**config.mk**
```make
export PLATFORM = sky130hd
export DESIGN_NAME = mem_port_arbiter_flat
export DESIGN_NICKNAME = d
export VERILOG_FILES = /design/src/rtl/mem_port_arbiter_pkg.sv /design/src/rtl/mem_port_arbiter_if.sv /design/src/rtl/mem_port_arbiter_pick.sv /design/src/rtl/mem_port_arbiter.sv /design/src/flat_wrapper.sv
export SDC_FILE = /design/constraint.sdc
export NUM_CORES = 1
export LEC_CHECK = 0
export ABC_AREA = 1
export CAP_MARGIN = 15
export CORE_AREA = 2 2 121 123
export CTS_CLUSTER_DIAMETER = 50
export DETAILED_ROUTE_END_ITERATION = 8
export DIE_AREA = 0 0 123 125
export GPL_ROUTABILITY_DRIVEN = 0
export PLACE_DENSITY = 0.77
export SETUP_SLACK_MARGIN = 0.3
export SLEW_MARGIN = 20
export SYNTH_ARGS = -nofsm -noshare
export SYNTH_HDL_FRONTEND = slang
export SYNTH_SLANG_ARGS = --single-unit
```
**constraint.sdc**
```tcl
create_clock -name clk -period 3.5 [get_ports clk]
set_input_delay 0.7 -clock clk [delete_from_list [all_inputs] [get_ports clk]]
set_output_delay 0.7 -clock clk [all_outputs]
set_load 0.01 [all_outputs]
```
**src/rtl/mem_port_arbiter_pkg.sv**
```systemverilog
// Shared types for the memory-port arbiter: FSM states, requester IDs, default widths.
// Latency: n/a (types and helpers only).
// Backpressure: n/a.
// Contents: state_t, req_id_t, MEM_*_W defaults, onehot_to_id() helper.
package mem_pkg;

    localparam int MEM_ADDR_W = 30;
    localparam int MEM_DATA_W = 32;
    localparam int MEM_BE_W   = MEM_DATA_W / 8;
    localparam int NUM_REQ    = 3;

    typedef enum logic [1:0] {
        IDLE  = 2'd0,
        ISSUE = 2'd1,
        WAIT  = 2'd2,
        RESP  = 2'd3
    } state_t;

    // Also used as the bit index into the one-hot grant vector.
    typedef enum logic [1:0] {
        REQ_WB = 2'd0,
        REQ_D  = 2'd1,
        REQ_I  = 2'd2
    } req_id_t;

    function automatic req_id_t onehot_to_id(input logic [NUM_REQ-1:0] gnt);
        req_id_t id;
        id = REQ_WB;
        if (gnt[REQ_D]) id = REQ_D;
        if (gnt[REQ_I]) id = REQ_I;
        return id;
    endfunction

endpackage

```
**src/rtl/mem_port_arbiter_if.sv**
```systemverilog
// Bundle of requester-side and memory-side signals of the memory-port arbiter.
// Latency: n/a (wiring only).
// Backpressure: requesters hold en/adr/data until their done pulse; memory stalls via memdone.
// Modports: slave = arbiter view, master = requesters + memory (environment) view.
interface mem_port_arbiter_if
    import mem_pkg::*;
#(
    parameter int ADDR_W = MEM_ADDR_W,
    parameter int DATA_W = MEM_DATA_W,
    parameter int BE_W   = MEM_BE_W
);
    // write buffer
    logic              wben;
    logic [ADDR_W-1:0] wbadr;
    logic [DATA_W-1:0] wbdata;
    logic [BE_W-1:0]   wbbyteen;
    logic              wbdone;
    // data cache
    logic              den;
    logic [ADDR_W-1:0] dadr;
    logic              ddone;
    // instruction cache
    logic              ien;
    logic [ADDR_W-1:0] iadr;
    logic              idone;
    logic [DATA_W-1:0] rdata;
    // memory
    logic [ADDR_W-1:0] memadr;
    logic [DATA_W-1:0] memwdata;
    logic [BE_W-1:0]   membyteen;
    logic              memrwb;
    logic              memen;
    logic [DATA_W-1:0] memrdata;
    logic              memdone;

    modport slave (
        input  wben, wbadr, wbdata, wbbyteen, den, dadr, ien, iadr, memrdata, memdone,
        output wbdone, ddone, idone, rdata, memadr, memwdata, membyteen, memrwb, memen
    );

    modport master (
        output wben, wbadr, wbdata, wbbyteen, den, dadr, ien, iadr, memrdata, memdone,
        input  wbdone, ddone, idone, rdata, memadr, memwdata, membyteen, memrwb, memen
    );

endinterface

```
**src/rtl/mem_port_arbiter_pick.sv**
```systemverilog
// Winner selection among WB / D / I requests; one-hot grant out, WB always first.
// Latency: grant is combinational from the request lines (pointer flop only in round-robin build).
// Backpressure: none; the caller consumes the grant only while its FSM is idle (i_take).
// Ports: clk, reset, i_wben/i_den/i_ien requests, i_take (grant accepted), o_grant one-hot.
// Macro ARB_ROUND_ROBIN_EN: D/I ties alternate; otherwise fixed WB > D > I.
module mem_arb_pick
    import mem_pkg::*;
(
    input  logic               clk,
    input  logic               reset,
    input  logic               i_wben,
    input  logic               i_den,
    input  logic               i_ien,
    input  logic               i_take,
    output logic [NUM_REQ-1:0] o_grant
);

    logic w_i_first;   // on a D/I tie, give the port to I

`ifdef ARB_ROUND_ROBIN_EN
    // Remembers the last D/I winner; REQ_WB means "no D/I grant yet", so D wins the first tie.
    req_id_t r_last;

    always_ff @(posedge clk or posedge reset) begin
        if (reset) begin
            r_last <= REQ_WB;
        end else if (i_take && !o_grant[REQ_WB]) begin
            r_last <= o_grant[REQ_I] ? REQ_I : REQ_D;
        end
    end

    assign w_i_first = (r_last == REQ_D);
`else
    logic w_unused;
    assign w_unused  = &{1'b0, clk, reset, i_take};
    assign w_i_first = 1'b0;
`endif

    always_comb begin
        o_grant = '0;
        if (i_wben) begin
            o_grant[REQ_WB] = 1'b1;
        end else if (i_den && i_ien) begin
            if (w_i_first) o_grant[REQ_I] = 1'b1;
            else           o_grant[REQ_D] = 1'b1;
        end else if (i_den) begin
            o_grant[REQ_D] = 1'b1;
        end else if (i_ien) begin
            o_grant[REQ_I] = 1'b1;
        end
    end

endmodule

```
**src/rtl/mem_port_arbiter.sv**
```systemverilog
// Shares one external memory port between write buffer (write-only), D-cache and I-cache (read-only).
// Latency: request sampled at edge 0 -> memen after edge 0 -> done pulse after edge 3 at the earliest.
// Backpressure: one transaction in flight; others wait with en held; memdone low stalls indefinitely.
// Ports: clk, reset (async, active-high), bus (mem_port_arbiter_if.slave: requester + memory signals).
// Macro ARB_ROUND_ROBIN_EN: alternate D/I on ties (see mem_arb_pick).
module mem_port_arbiter
    import mem_pkg::*;
#(
    parameter int ADDR_W = MEM_ADDR_W,
    parameter int DATA_W = MEM_DATA_W,
    parameter int BE_W   = MEM_BE_W
)(
    input  logic                clk,
    input  logic                reset,
    mem_port_arbiter_if.slave   bus
);

    state_t              r_state;
    req_id_t             r_gnt;
    logic [ADDR_W-1:0]   r_memadr;
    logic [DATA_W-1:0]   r_memwdata;
    logic [BE_W-1:0]     r_membyteen;
    logic                r_memrwb;
    logic                r_memen;
    logic [DATA_W-1:0]   r_rdata;
    logic                r_wbdone;
    logic                r_ddone;
    logic                r_idone;

    logic [NUM_REQ-1:0]  w_grant;
    logic                w_take;

    mem_arb_pick u_pick (
        .clk     (clk),
        .reset   (reset),
        .i_wben  (bus.wben),
        .i_den   (bus.den),
        .i_ien   (bus.ien),
        .i_take  (w_take),
        .o_grant (w_grant)
    );

    assign w_take = (r_state == IDLE) && (|w_grant);

    always_ff @(posedge clk or posedge reset) begin
        if (reset) begin
            r_state     <= IDLE;
            r_gnt       <= REQ_WB;
            r_memadr    <= '0;
            r_memwdata  <= '0;
            r_membyteen <= '0;
            r_memrwb    <= 1'b1;
            r_memen     <= 1'b0;
            r_rdata     <= '0;
            r_wbdone    <= 1'b0;
            r_ddone     <= 1'b0;
            r_idone     <= 1'b0;
        end else begin
            case (r_state)
                IDLE: begin
                    // Latch the winner; mem* are driven from these copies until the
                    // transaction ends, so the requester's inputs no longer matter.
                    if (w_take) begin
                        r_gnt <= onehot_to_id(w_grant);
                        if (w_grant[REQ_WB]) begin
                            r_memadr    <= bus.wbadr;
                            r_memwdata  <= bus.wbdata;
                            r_membyteen <= bus.wbbyteen;
                            r_memrwb    <= 1'b0;
                        end else if (w_grant[REQ_D]) begin
                            r_memadr    <= bus.dadr;
                            r_memwdata  <= '0;
                            r_membyteen <= '0;
                            r_memrwb    <= 1'b1;
                        end else begin
                            r_memadr    <= bus.iadr;
                            r_memwdata  <= '0;
                            r_membyteen <= '0;
                            r_memrwb    <= 1'b1;
                        end
                        r_memen <= 1'b1;
                        r_state <= ISSUE;
                    end
                end
                ISSUE: begin
                    // memdone is still high from the idle memory here; it only
                    // drops on this edge, so it cannot be trusted until WAIT.
                    r_state <= WAIT;
                end
                WAIT: begin
                    if (bus.memdone) begin
                        r_memen  <= 1'b0;
                        if (r_memrwb) r_rdata <= bus.memrdata;
                        r_wbdone <= (r_gnt == REQ_WB);
                        r_ddone  <= (r_gnt == REQ_D);
                        r_idone  <= (r_gnt == REQ_I);
                        r_state  <= RESP;
                    end
                end
                RESP: begin
                    // One idle cycle follows so the requester can drop en before the next arbitration.
                    r_wbdone <= 1'b0;
                    r_ddone  <= 1'b0;
                    r_idone  <= 1'b0;
                    r_state  <= IDLE;
                end
                default: r_state <= IDLE;
            endcase
        end
    end

    assign bus.memadr    = r_memadr;
    assign bus.memwdata  = r_memwdata;
    assign bus.membyteen = r_membyteen;
    assign bus.memrwb    = r_memrwb;
    assign bus.memen     = r_memen;
    assign bus.rdata     = r_rdata;
    assign bus.wbdone    = r_wbdone;
    assign bus.ddone     = r_ddone;
    assign bus.idone     = r_idone;

endmodule

```
**src/flat_wrapper.sv**
```systemverilog
// flat-port wrapper written by rule: the top's interface ports become plain ports
module mem_port_arbiter_flat import mem_pkg::*;
#(
    parameter int ADDR_W = MEM_ADDR_W,
    parameter int DATA_W = MEM_DATA_W,
    parameter int BE_W   = MEM_BE_W
)
  (clk, reset, bus_wben, bus_wbadr, bus_wbdata, bus_wbbyteen, bus_den, bus_dadr, bus_ien, bus_iadr, bus_memrdata, bus_memdone, bus_wbdone, bus_ddone, bus_idone, bus_rdata, bus_memadr, bus_memwdata, bus_membyteen, bus_memrwb, bus_memen);
  mem_port_arbiter_if #(.ADDR_W(ADDR_W), .DATA_W(DATA_W), .BE_W(BE_W)) bus_i ();
  input  logic clk;
  input  logic reset;
  input wire logic [$bits(bus_i.wben)-1:0] bus_wben;
  input wire logic [$bits(bus_i.wbadr)-1:0] bus_wbadr;
  input wire logic [$bits(bus_i.wbdata)-1:0] bus_wbdata;
  input wire logic [$bits(bus_i.wbbyteen)-1:0] bus_wbbyteen;
  input wire logic [$bits(bus_i.den)-1:0] bus_den;
  input wire logic [$bits(bus_i.dadr)-1:0] bus_dadr;
  input wire logic [$bits(bus_i.ien)-1:0] bus_ien;
  input wire logic [$bits(bus_i.iadr)-1:0] bus_iadr;
  input wire logic [$bits(bus_i.memrdata)-1:0] bus_memrdata;
  input wire logic [$bits(bus_i.memdone)-1:0] bus_memdone;
  output wire logic [$bits(bus_i.wbdone)-1:0] bus_wbdone;
  output wire logic [$bits(bus_i.ddone)-1:0] bus_ddone;
  output wire logic [$bits(bus_i.idone)-1:0] bus_idone;
  output wire logic [$bits(bus_i.rdata)-1:0] bus_rdata;
  output wire logic [$bits(bus_i.memadr)-1:0] bus_memadr;
  output wire logic [$bits(bus_i.memwdata)-1:0] bus_memwdata;
  output wire logic [$bits(bus_i.membyteen)-1:0] bus_membyteen;
  output wire logic [$bits(bus_i.memrwb)-1:0] bus_memrwb;
  output wire logic [$bits(bus_i.memen)-1:0] bus_memen;
  assign bus_i.wben = bus_wben;
  assign bus_i.wbadr = bus_wbadr;
  assign bus_i.wbdata = bus_wbdata;
  assign bus_i.wbbyteen = bus_wbbyteen;
  assign bus_i.den = bus_den;
  assign bus_i.dadr = bus_dadr;
  assign bus_i.ien = bus_ien;
  assign bus_i.iadr = bus_iadr;
  assign bus_i.memrdata = bus_memrdata;
  assign bus_i.memdone = bus_memdone;
  assign bus_wbdone = bus_i.wbdone;
  assign bus_ddone = bus_i.ddone;
  assign bus_idone = bus_i.idone;
  assign bus_rdata = bus_i.rdata;
  assign bus_memadr = bus_i.memadr;
  assign bus_memwdata = bus_i.memwdata;
  assign bus_membyteen = bus_i.membyteen;
  assign bus_memrwb = bus_i.memrwb;
  assign bus_memen = bus_i.memen;
  mem_port_arbiter #(.ADDR_W(ADDR_W), .DATA_W(DATA_W), .BE_W(BE_W)) u_core (.clk(clk), .reset(reset), .bus(bus_i));
endmodule
```
==> flow_metrics.py, run 1 <==
metrics = {
    "outcome": {
        "status": "finished clean",
    },
    "pwr": {
        "seqPwrFrac": 0.358,
        "combPwrFrac": 0.469,
        "power_switching_share": 0.3558,
        "internal_power_mw": 3.852,
        "p_leak_nw": 3.710,
        "p_clk_frac": 0.173,
        "peakVddDrop_v": 0.0003468,
        "power_switching_mw": 2.127,
        "p_per_area_mw_per_mm2": 751.6,
    },
    "finish": {
        "diodes": 0,
        "multi_input_area_mm2": 0.001851,
        "fin_cells": 1045,
        "seqCellArea_mm2": 0.002679,
        "nNetsFinal": 1023,
        "synthToLayoutAreaGrowth_pct": 63.57,
        "drive_gt1_frac": 0.03949,
        "fillCellCount": 1324,
    },
    "global_routing": {
        "track_usage": 0.1960,
        "grt_pass1_wl_mm": 23.69,
        "antenna_found_initial": 0,
        "grt_pass1_vias": 4696,
        "grt_max_degree": 108,
        "grt-ovfl-total": 0,
    },
    "job": {
        "maxCapViolCount": 0,
    },
    "cts": {
        "postCtsHoldBufs": 0,
        "clock_latency_ps": 340,
        "postCtsSetupBuffers": 0,
        "clk_pin_slew_ps": 70,
        "cts-buffers-inserted": 9,
        "cts-root-buf": "clkbuf_16",
        "cts_resized": 0,
        "clk_path_buf_depth": 2,
        "cts_tree": "built",
        "cts_sinks": 107,
        "cts_max_level": 3,
    },
    "critical_path": {
        "r2r.worst_path.cells": 4,
        "ff2ff_setup_slack_ps": 1320,
        "r2r-end": "u_core.bus.rdata[31]",
        "worstPathRequired_ps": 3730,
        "critPathArrivalTime_ps": 2480,
        "start_kind": "primary input",
        "cp-end-kind": "flip-flop",
        "critPathMaxFanout": 64,
        "criticalPathCategory": "in2reg",
        "r2r-start": "u_core.r_state[0]",
        "crit_start": "bus_memdone",
    },
    "detailed_routing": {
        "drt_iter0_markers": 252,
        "ant_nets": 0,
        "firstDrtPassIters": 4,
        "drcViolationCount": 0,
        "vias": 4779,
        "wl_mm": 14.94,
        "wl_per_cell_um": 14.29,
        "viasPerCell": 4.573,
    },
    "min_path": {
        "min_path_cells": 2,
        "min_to": "u_core.bus.memadr[10]",
        "holdCritStartpoint": "u_core.bus.memadr[10]",
        "hold_path_class": "reg2reg",
    },
    "timing": {
        "setup_viol": 0,
        "skew_ps": 9.455,
        "max_freq_mhz": 442.9,
        "period_minus_slack_ps": 2258,
        "period_share": 0.6451,
        "maxSlewViolCount": 0,
        "rsz0062_at_grt": "false",
        "tightest_slew_ps": 1005,
        "finalHoldViolations": 0,
        "slew_headroom": 0.3290,
        "tns_ps": 0,
    },
    "yosys": {
        "synth_top_area_frac": 0.5454,
        "synth_area_per_cell_um2": 7.999,
        "synth_warnings": 0,
        "netlist_instances": 608,
        "synth_fp_nets": 775,
        "syn_area_mm2": 0.004863,
        "yosysUniqueCellTypes": 22,
        "synth_seq_area_share": 0.5508,
        "ys_ff_latch": 107,
        "synth.area.top_cells": "dfrtp_1 55%, nand2_1 21%, o21ai_0 6.4%, nand3_1 6.3%, inv_1 3.3%",
        "synth_top_area_cell": "dfrtp_1",
    },
    "floorplan": {
        "dieWidth_um": 123,
        "fp.dieH_um": 125,
        "rows": 44,
        "start_util": 0.3424,
        "core_area_mm2": 0.01420,
        "die-area_mm2": 0.01538,
        "boundaryPins": 267,
    },
    "place": {
        "dpl.cell_count": 1029,
        "hpwlAfterDp_mm": 10.87,
        "io_buffer_count": 266,
    },
}
## cell usage in the layout (no fill, tap or decap), types with 4 or more instances in the layout
cell type | netlist | final
nand3_1 | 61 | 60
o21ai_1 | 11 | 11
o21ai_0 | 62 | 62
clkbuf_16 | 0 | 9
inv_1 | 43 | 42
nand2_1 | 270 | 270
clkdlybuf4s50_1 | 0 | 265
dfrtp_1 | 106 | 106
nand4_1 | 4 | 4
## cells by family after synthesis
group	count (synthesis)	synth area share
simple gates	344	0.2925
flops	107	0.5508
buf+inv	79	0.07075
compound gates	75	0.07821
fa+ha+maj	3	0.007719
## cell usage after synthesis (all sizes together)
cell type  number
inv            45
dfrtp         106
o21bai          1
clkbuf         11
nand2         275
o21ai          73
buf            23
ha              3
nand4           4
nor2            3
a22oi           1
nand3          61
dfstp           1
nand3b          1
## flip-flops by register name (all words and copies together), names as in the netlist
register,flops
u_core.bus.ddone,1
u_core.bus.idone,1
u_core.bus.memadr,30
u_core.bus.membyteen,4
u_core.bus.memen,1
u_core.bus.memrwb,1
u_core.bus.memwdata,32
u_core.bus.rdata,32
u_core.bus.wbdone,1
u_core.r_gnt,2
u_core.r_state,2
## area by class of cell
| class | count | area share |
|---|---|---|
| Timing Repair Buffer | 271 | 0.3419 |
| Tap cell | 184 | 0.02894 |
| Multi-Input combinational cell | 422 | 0.2326 |
| Clock buffer | 10 | 0.03004 |
| Clock inverter | 6 | 0.008021 |
| Sequential cell | 107 | 0.3367 |
| Inverter | 45 | 0.02170 |
## per-stage QoR
stage	hold WS, ps	util	cell area (um2)	setup WS, ps	power [mW]
after global routing	505.9	0.5601	7955	997.8	6.435
after floorplan	469.0	-	4867	1513	3.398
after detailed placement	464.9	0.5388	7652	876.3	4.991
after CTS	484.7	0.5601	7955	1233	6.056
final	482.7	0.5601	7955	1242	5.979
after global placement	458.3	0.5388	7652	986.1	4.923
## worst max-delay path, cell delays in order
cell             delay (ps)
clkdlybuf4s50_1         490
nand3_2                 780
o21ai_0                 510
## worst max-delay path by stage
stage	to	slack [ps]	depth (start not counted)
final	u_core.bus.rdata[31]	1240	3
after global routing	u_core.bus.rdata[11]	1000	3
after CTS	u_core.bus.rdata[31]	1230	3
after detailed placement	u_core.bus.rdata[31]	880	3
after global placement	u_core.bus.memadr[18]	990	7
after floorplan	u_core.bus.ddone	1510	1
## routing by layer
| metal | global-route usage | share of wire | vias up |
|---|---|---|---|
| li1 | - | - | 2405 |
| met1 | 0.2416 | 0.42 | 2166 |
| met2 | 0.3230 | 0.47 | 185 |
| met3 | 0.06615 | 0.089 | 23 |
| met4 | 0.06083 | 0.024 | 0 |
| met5 | 0 | 0 | - |
## power groups by stage
stage | combinational (mW) | sequential, mW | clock, mW
6_report | 2.80 | 2.14 | 1.04
5_1_grt | 3.10 | 2.22 | 1.12
4_1_cts | 2.84 | 2.15 | 1.07
3_5_place_dp | 2.84 | 2.15 | 0
3_3_place_gp | 2.79 | 2.14 | 0
2_1_floorplan | 1.01 | 2.39 | 0
Note: power is estimated with default switching activity, not from simulation.
==> run 2, diff against run 1 <==
--- a/config.mk
+++ b/config.mk
@@ -12,7 +12,7 @@
 export DETAILED_ROUTE_END_ITERATION = 8
 export DIE_AREA = 0 0 123 125
 export GPL_ROUTABILITY_DRIVEN = 0
-export PLACE_DENSITY = 0.77
+export PLACE_DENSITY = 0.74
 export SETUP_SLACK_MARGIN = 0.3
 export SLEW_MARGIN = 20
 export SYNTH_ARGS = -nofsm -noshare
==> constraint.sdc (replaced) <==
create_clock -name clk -period 2.3 [get_ports clk]
set_input_delay 0.46 -clock clk [delete_from_list [all_inputs] [get_ports clk]]
set_output_delay 0.46 -clock clk [all_outputs]
set_load 0.01 [all_outputs]
==> run 2 against run 1 <==
  * Non-clock buffer count rose by 5
  * Clock skew fell by 1.6 ps
  * Power increased by 55%
  * Combinational power increased by 55%
  * Sequential cell count did not move
  * Critical path type is now reg2out
  * Register-to-register slack got worse by 780 ps
  * Worst setup slack got worse by 860 ps
  * Sequential share of layout area is 0.51 points lower
  * Critical path depth is 2 lower
  * Global-route usage rose by 0.20 points
  * Design area grew 1.5%
==> flow_metrics.py, run 2 (same netlist as run 1, synthesis figures left out) <==
metrics = {
    "timing": {
        "skew_ps": 7.850,
        "rsz0062_at_grt": "false",
        "tightest_slew_ps": 546.0,
        "max_freq_mhz": 521.9,
        "period_share": 0.8330,
        "setup_viol": 0,
        "maxSlewViolCount": 0,
        "tns_ps": 0,
        "finalHoldViolations": 0,
        "slew_headroom": 0.6321,
        "period_minus_slack_ps": 1916,
    },
    "critical_path": {
        "worstPathRequired_ps": 1840,
        "critPathArrivalTime_ps": 1460,
        "crit_buf_inv": 1,
        "slowest_stage": "dfstp_2",
        "cp-end-kind": "output pin",
        "critPathMaxFanout": 3,
        "path_cells": "clkdlybuf4s50_1",
        "start_kind": "flip-flop",
        "criticalPathCategory": "reg2out",
        "critical-path-max-stage-delay_ps": 560,
        "crit_family": "flip-flops",
    },
    "global_routing": {
        "grt_pass1_wl_mm": 23.91,
        "grt_pass1_vias": 4728,
        "grt-ovfl-total": 0,
        "grt_max_degree": 65,
        "antenna_found_initial": 2,
        "track_usage": 0.1980,
    },
    "cts": {
        "cts-root-buf": "clkbuf_16",
        "cts_sinks": 107,
        "cts_max_level": 3,
        "clk_pin_slew_ps": 80,
        "postCtsSetupBuffers": 0,
        "cts_resized": 0,
        "clock_latency_ps": 340,
        "cts_tree": "built",
        "postCtsHoldBufs": 0,
        "cts-buffers-inserted": 9,
        "clk_path_buf_depth": 2,
    },
    "floorplan": {
        "boundaryPins": 267,
        "dieWidth_um": 123,
        "fp.dieH_um": 125,
        "rows": 44,
        "start_util": 0.3424,
        "die-area_mm2": 0.01538,
        "core_area_mm2": 0.01420,
    },
    "job": {
        "maxCapViolCount": 0,
    },
    "place": {
        "io_buffer_count": 266,
        "hpwlAfterDp_mm": 11.23,
    },
    "finish": {
        "mostFrequentLayoutCell": "nand2_1",
        "final_cell_mix": "270 x nand2_1, 265 x clkdlybuf4s50_1, 106 x dfrtp_1, 62 x o21ai_0, 60 x nand3_1",
        "synthToLayoutAreaGrowth_pct": 66.09,
        "drive_gt1_frac": 0.04503,
        "nNetsFinal": 1028,
    },
    "detailed_routing": {
        "vias": 4778,
        "ant_nets": 0,
        "viasPerCell": 4.546,
        "wl_per_cell_um": 14.27,
        "drt_iter0_markers": 280,
        "drcViolationCount": 0,
        "wl_mm": 15.00,
        "firstDrtPassIters": 5,
    },
    "pwr": {
        "p_per_area_mw_per_mm2": 1148,
        "peakVddDrop_v": 0.0004350,
        "p_leak_nw": 3.770,
        "finalPower_mw": 9.275,
    },
    "outcome": {
        "status": "finished clean",
    },
    "min_path": {
        "hold_path_class": "reg2reg",
    },
}
## run 2: cell count changes in the layout (fill, tap and decap cells not counted)
cell / before / now
buf_12: 2 / 6
clkinv_2: 2 / 0
buf_4: 3 / 4
bufinv_16: 1 / 2
clkinv_4: 0 / 1
clkinvlp_4: 3 / 2
diode_2: 0 / 1
inv_8: 0 / 1
## run 2: tightest hold or removal path, delay by kind of cell (launching register included)
family | cells | cell delay [ps]
simple gates | 2 | 110
flops | 1 | 340
## run 2: path summary, 6_finish.rpt
| kind | from | end | slack, ps | depth (start not counted) |
|---|---|---|---|---|
| worst max-delay path | u_core.bus.memrwb | bus_memrwb | 380 | 1 |
| worst min-delay path | u_core.bus.memadr[28] | u_core.bus.memadr[28] | 480 | 2 |
| worst max register to register | u_core.r_state[0] | u_core.bus.memadr[27] | 540 | 6 |
| worst min register to register | u_core.bus.memadr[28] | u_core.bus.memadr[28] | 480 | 2 |
| max in group asynchronous | reset | u_core.bus.memrwb | 1180 | 3 |
| min in group asynchronous | reset | u_core.bus.rdata[24] | 500 | 2 |
## run 2: per-layer routing
metal / GRT usage / up-vias / share of wire
met4: 0.05949 / 2 / 0.017
met1: 0.2383 / 2155 / 0.41
met5: 0 / - / 0.00093
met3: 0.07299 / 18 / 0.098
li1: - / 2417 / -
met2: 0.3292 / 186 / 0.47
## run 2: cell type report
type / instances / area, um2
Sequential cell: 107 / 2679
Timing Repair Buffer: 276 / 2808
Clock buffer: 10 / 239.0
Inverter: 45 / 172.7
Clock inverter: 6 / 96.34
Antenna cell: 1 / 2.502
Fill cell: 1320 / 6126
Tap cell: 184 / 230.2
Multi-Input combinational cell: 422 / 1851
## run 2: report_power, final
group	switching, mW	internal (mW)
Combinational	2.06	2.28
Clock	0.714	0.998
Sequential	0.459	2.77
Total	3.23	6.05
## run 2: metrics by stage
stage	utilization	instances	setup WS, ps	cell area [um2]	hold WS, ps
detailed placement	0.5449	1034	308.6	7740	466.6
global placement	0.5449	1034	345.1	7740	462.3
global route	0.5687	1051	351.4	8078	502.5
floorplan	-	608	553.3	4867	469.0
CTS	0.5685	1050	364.7	8075	485.8
finish	0.5687	1051	384.0	8078	479.2
==> run 3, diff against run 2 <==
--- a/config.mk
+++ b/config.mk
@@ -12,7 +12,7 @@
 export DETAILED_ROUTE_END_ITERATION = 8
 export DIE_AREA = 0 0 123 125
 export GPL_ROUTABILITY_DRIVEN = 0
-export PLACE_DENSITY = 0.74
+export PLACE_DENSITY = 0.77
 export SETUP_SLACK_MARGIN = 0.3
 export SLEW_MARGIN = 20
 export SYNTH_ARGS = -nofsm -noshare
==> constraint.sdc (replaced) <==
create_clock -name clk -period 1.75 [get_ports clk]
set_input_delay 0.35 -clock clk [delete_from_list [all_inputs] [get_ports clk]]
set_output_delay 0.35 -clock clk [all_outputs]
set_load 0.01 [all_outputs]
==> run 3 against run 2 <==
  * Sequential power increased by 31%
  * Power is 25% higher
  * Via count rose by 2.7%
  * Utilization is 0.27 points higher
  * Final cell count rose by 1.5%
  * Die area unchanged
  * Design area rose by 0.48%
  * Count of clock-buffer cells in the layout unchanged
  * Sequential share of layout area shrank 0.16 points
  * Worst hold slack got worse by 100 ps
  * Critical endpoint unchanged
  * Largest cell class unchanged
  * Highest routed layer is now met4
==> flow_metrics.py, run 3 (same netlist as run 1, synthesis figures left out) <==
metrics = {
    "critical_path": {
        "slowest_stage": "dfstp_2",
        "criticalPathCategory": "reg2out",
        "critical-path-max-stage-delay_ps": 560,
        "r2r-start": "u_core.r_state[1]",
        "critPathArrivalTime_ps": 1070,
        "crit_start": "u_core.bus.memrwb",
        "worstPathRequired_ps": 1400,
        "path_cells": "clkbuf_2",
        "r2r.worst_path.cells": 7,
        "r2r-end": "u_core.bus.memwdata[22]",
        "cp-end-kind": "output pin",
        "start_kind": "flip-flop",
        "critPathMaxFanout": 3,
        "crit_buf_inv": 1,
        "crit_family": "flip-flops",
        "ff2ff_setup_slack_ps": 370,
        "cp.depth": 1,
    },
    "cts": {
        "cts_max_level": 3,
        "cts-buffers-inserted": 9,
        "cts_sinks": 107,
        "clk_path_buf_depth": 2,
        "cts_tree": "built",
        "cts-root-buf": "clkbuf_16",
        "clock_latency_ps": 340,
        "postCtsHoldBufs": 0,
        "clk_pin_slew_ps": 70,
    },
    "floorplan": {
        "dieWidth_um": 123,
        "boundaryPins": 267,
        "start_util": 0.3424,
        "core_area_mm2": 0.01420,
        "fp.dieH_um": 125,
        "die-area_mm2": 0.01538,
        "rows": 44,
    },
    "pwr": {
        "seqPwrFrac": 0.366,
        "peakVddDrop_v": 0.0005509,
        "internal_power_mw": 7.238,
        "power_switching_mw": 4.315,
        "p_per_area_mw_per_mm2": 1423,
        "combPwrFrac": 0.460,
        "finalPower_mw": 11.55,
        "power_switching_share": 0.3735,
        "p_clk_frac": 0.175,
        "p_leak_nw": 4.138,
    },
    "timing": {
        "finalHoldViolations": 0,
        "timing.hold.ws_ps": 377.0,
        "maxSlewViolCount": 0,
        "setup_viol": 0,
        "period_minus_slack_ps": 1420,
        "rsz0062_at_grt": "true",
        "max_freq_mhz": 704.2,
        "tightest_slew_ps": 442.4,
        "period_share": 0.8114,
        "slew_headroom": 0.7044,
        "skew_ps": 8.714,
    },
    "outcome": {
        "status": "finished clean",
    },
    "finish": {
        "synthToLayoutAreaGrowth_pct": 66.89,
        "final_area_mm2": 0.008117,
        "utilization": 0.5714,
        "diodes": 0,
        "final_cell_mix": "270 x nand2_1, 161 x clkdlybuf4s50_1, 106 x dfrtp_1, 102 x dlygate4sd2_1",
        "mostFrequentLayoutCell": "nand2_1",
        "drive_gt1_frac": 0.06795,
        "nNetsFinal": 1045,
    },
    "job": {
        "maxCapViolCount": 0,
    },
    "global_routing": {
        "met1_usage": 0.2525,
        "antenna_found_initial": 0,
        "grt-ovfl-total": 0,
        "track_usage": 0.1993,
        "grt_util_met3": 0.05611,
        "met2_usage": 0.3292,
        "grt_pass1_wl_mm": 24.05,
        "grt-busiest-layer": "met2",
        "grt_pass1_vias": 4855,
        "grt_max_degree": 65,
    },
    "detailed_routing": {
        "drt_iter0_markers": 203,
        "drcViolationCount": 0,
        "ant_nets": 0,
        "wl_mm": 15.44,
        "firstDrtPassIters": 4,
        "wl_per_cell_um": 14.47,
        "viasPerCell": 4.599,
        "vias": 4907,
    },
    "place": {
        "hpwlAfterDp_mm": 11.65,
        "io_buffer_count": 266,
        "dpl-instance-area_mm2": 0.007890,
    },
    "min_path": {
        "hold_path_class": "in2async",
    },
}
run 3: changes by cell type in the layout (fill, tap and decap cells not counted), moves of 2 or more:
cell	delta
o21ai_0	-2
o21ai_1	+2
buf_12	+3
clkinvlp_4	+2
buf_4	+10
dlygate4sd2_1	+102
clkdlybuf4s50_1	-104
buf_6	+2
inv_1	-2
ha_1	-2
run 3: power by group through the flow:
stage          Combinational, mW  Sequential [mW]  Clock (mW)
2_1_floorplan               2.02             4.78           0
3_3_place_gp                5.87             4.26           0
3_5_place_dp                5.98             4.29           0
4_1_cts                     5.23             4.23        2.07
5_1_grt                     5.91             4.38        2.16
6_report                    5.31             4.22        2.02
run 3: layer usage:
metal	part of all wire	wire (um)
met5	0	0
met4	0.018	276
met3	0.075	1153
met2	0.48	7385
met1	0.43	6625
run 3: how the worst max path moves through the flow:
stage,end,slack [ps]
3_3_place_gp,u_core.bus.memwdata[0],-10
6_report,bus_memrwb,330
3_5_place_dp,u_core.bus.memwdata[0],-50
2_1_floorplan,u_core.bus.ddone,110
4_1_cts,bus_memrwb,170
5_1_grt,u_core.bus.ddone,290
run 3: cell type report:
type / instances / area, um2
Tap cell: 184 / 230.2
Fill cell: 1322 / 6087
Sequential cell: 107 / 2679
Multi-Input combinational cell: 423 / 1877
Clock inverter: 6 / 66.31
Clock buffer: 10 / 229.0
Timing Repair Buffer: 292 / 2860
Inverter: 45 / 175.2
run 3: per-stage QoR:
step | setup slack [ps] | instances | TNS [ps]
floorplan | 113.3 | 608 | 0
global placement | -10.02 | 1049 | -18.94
detailed placement | -46.43 | 1049 | -919.0
CTS | 171.9 | 1065 | 0
global route | 290.9 | 1067 | 0
finish | 330.0 | 1067 | 0
run 3: repair_timing:
| item | in CTS | in global routing |
|---|---|---|
| pin swaps | 1 | 1 |
| gates resized for setup | 104 | 13 |
| endpoints found under the hold margin | 0 | 0 |
| endpoints found under the setup margin | 105 | 85 |
| cloned | 0 | 2 |
| setup buffers | 0 | 0 |
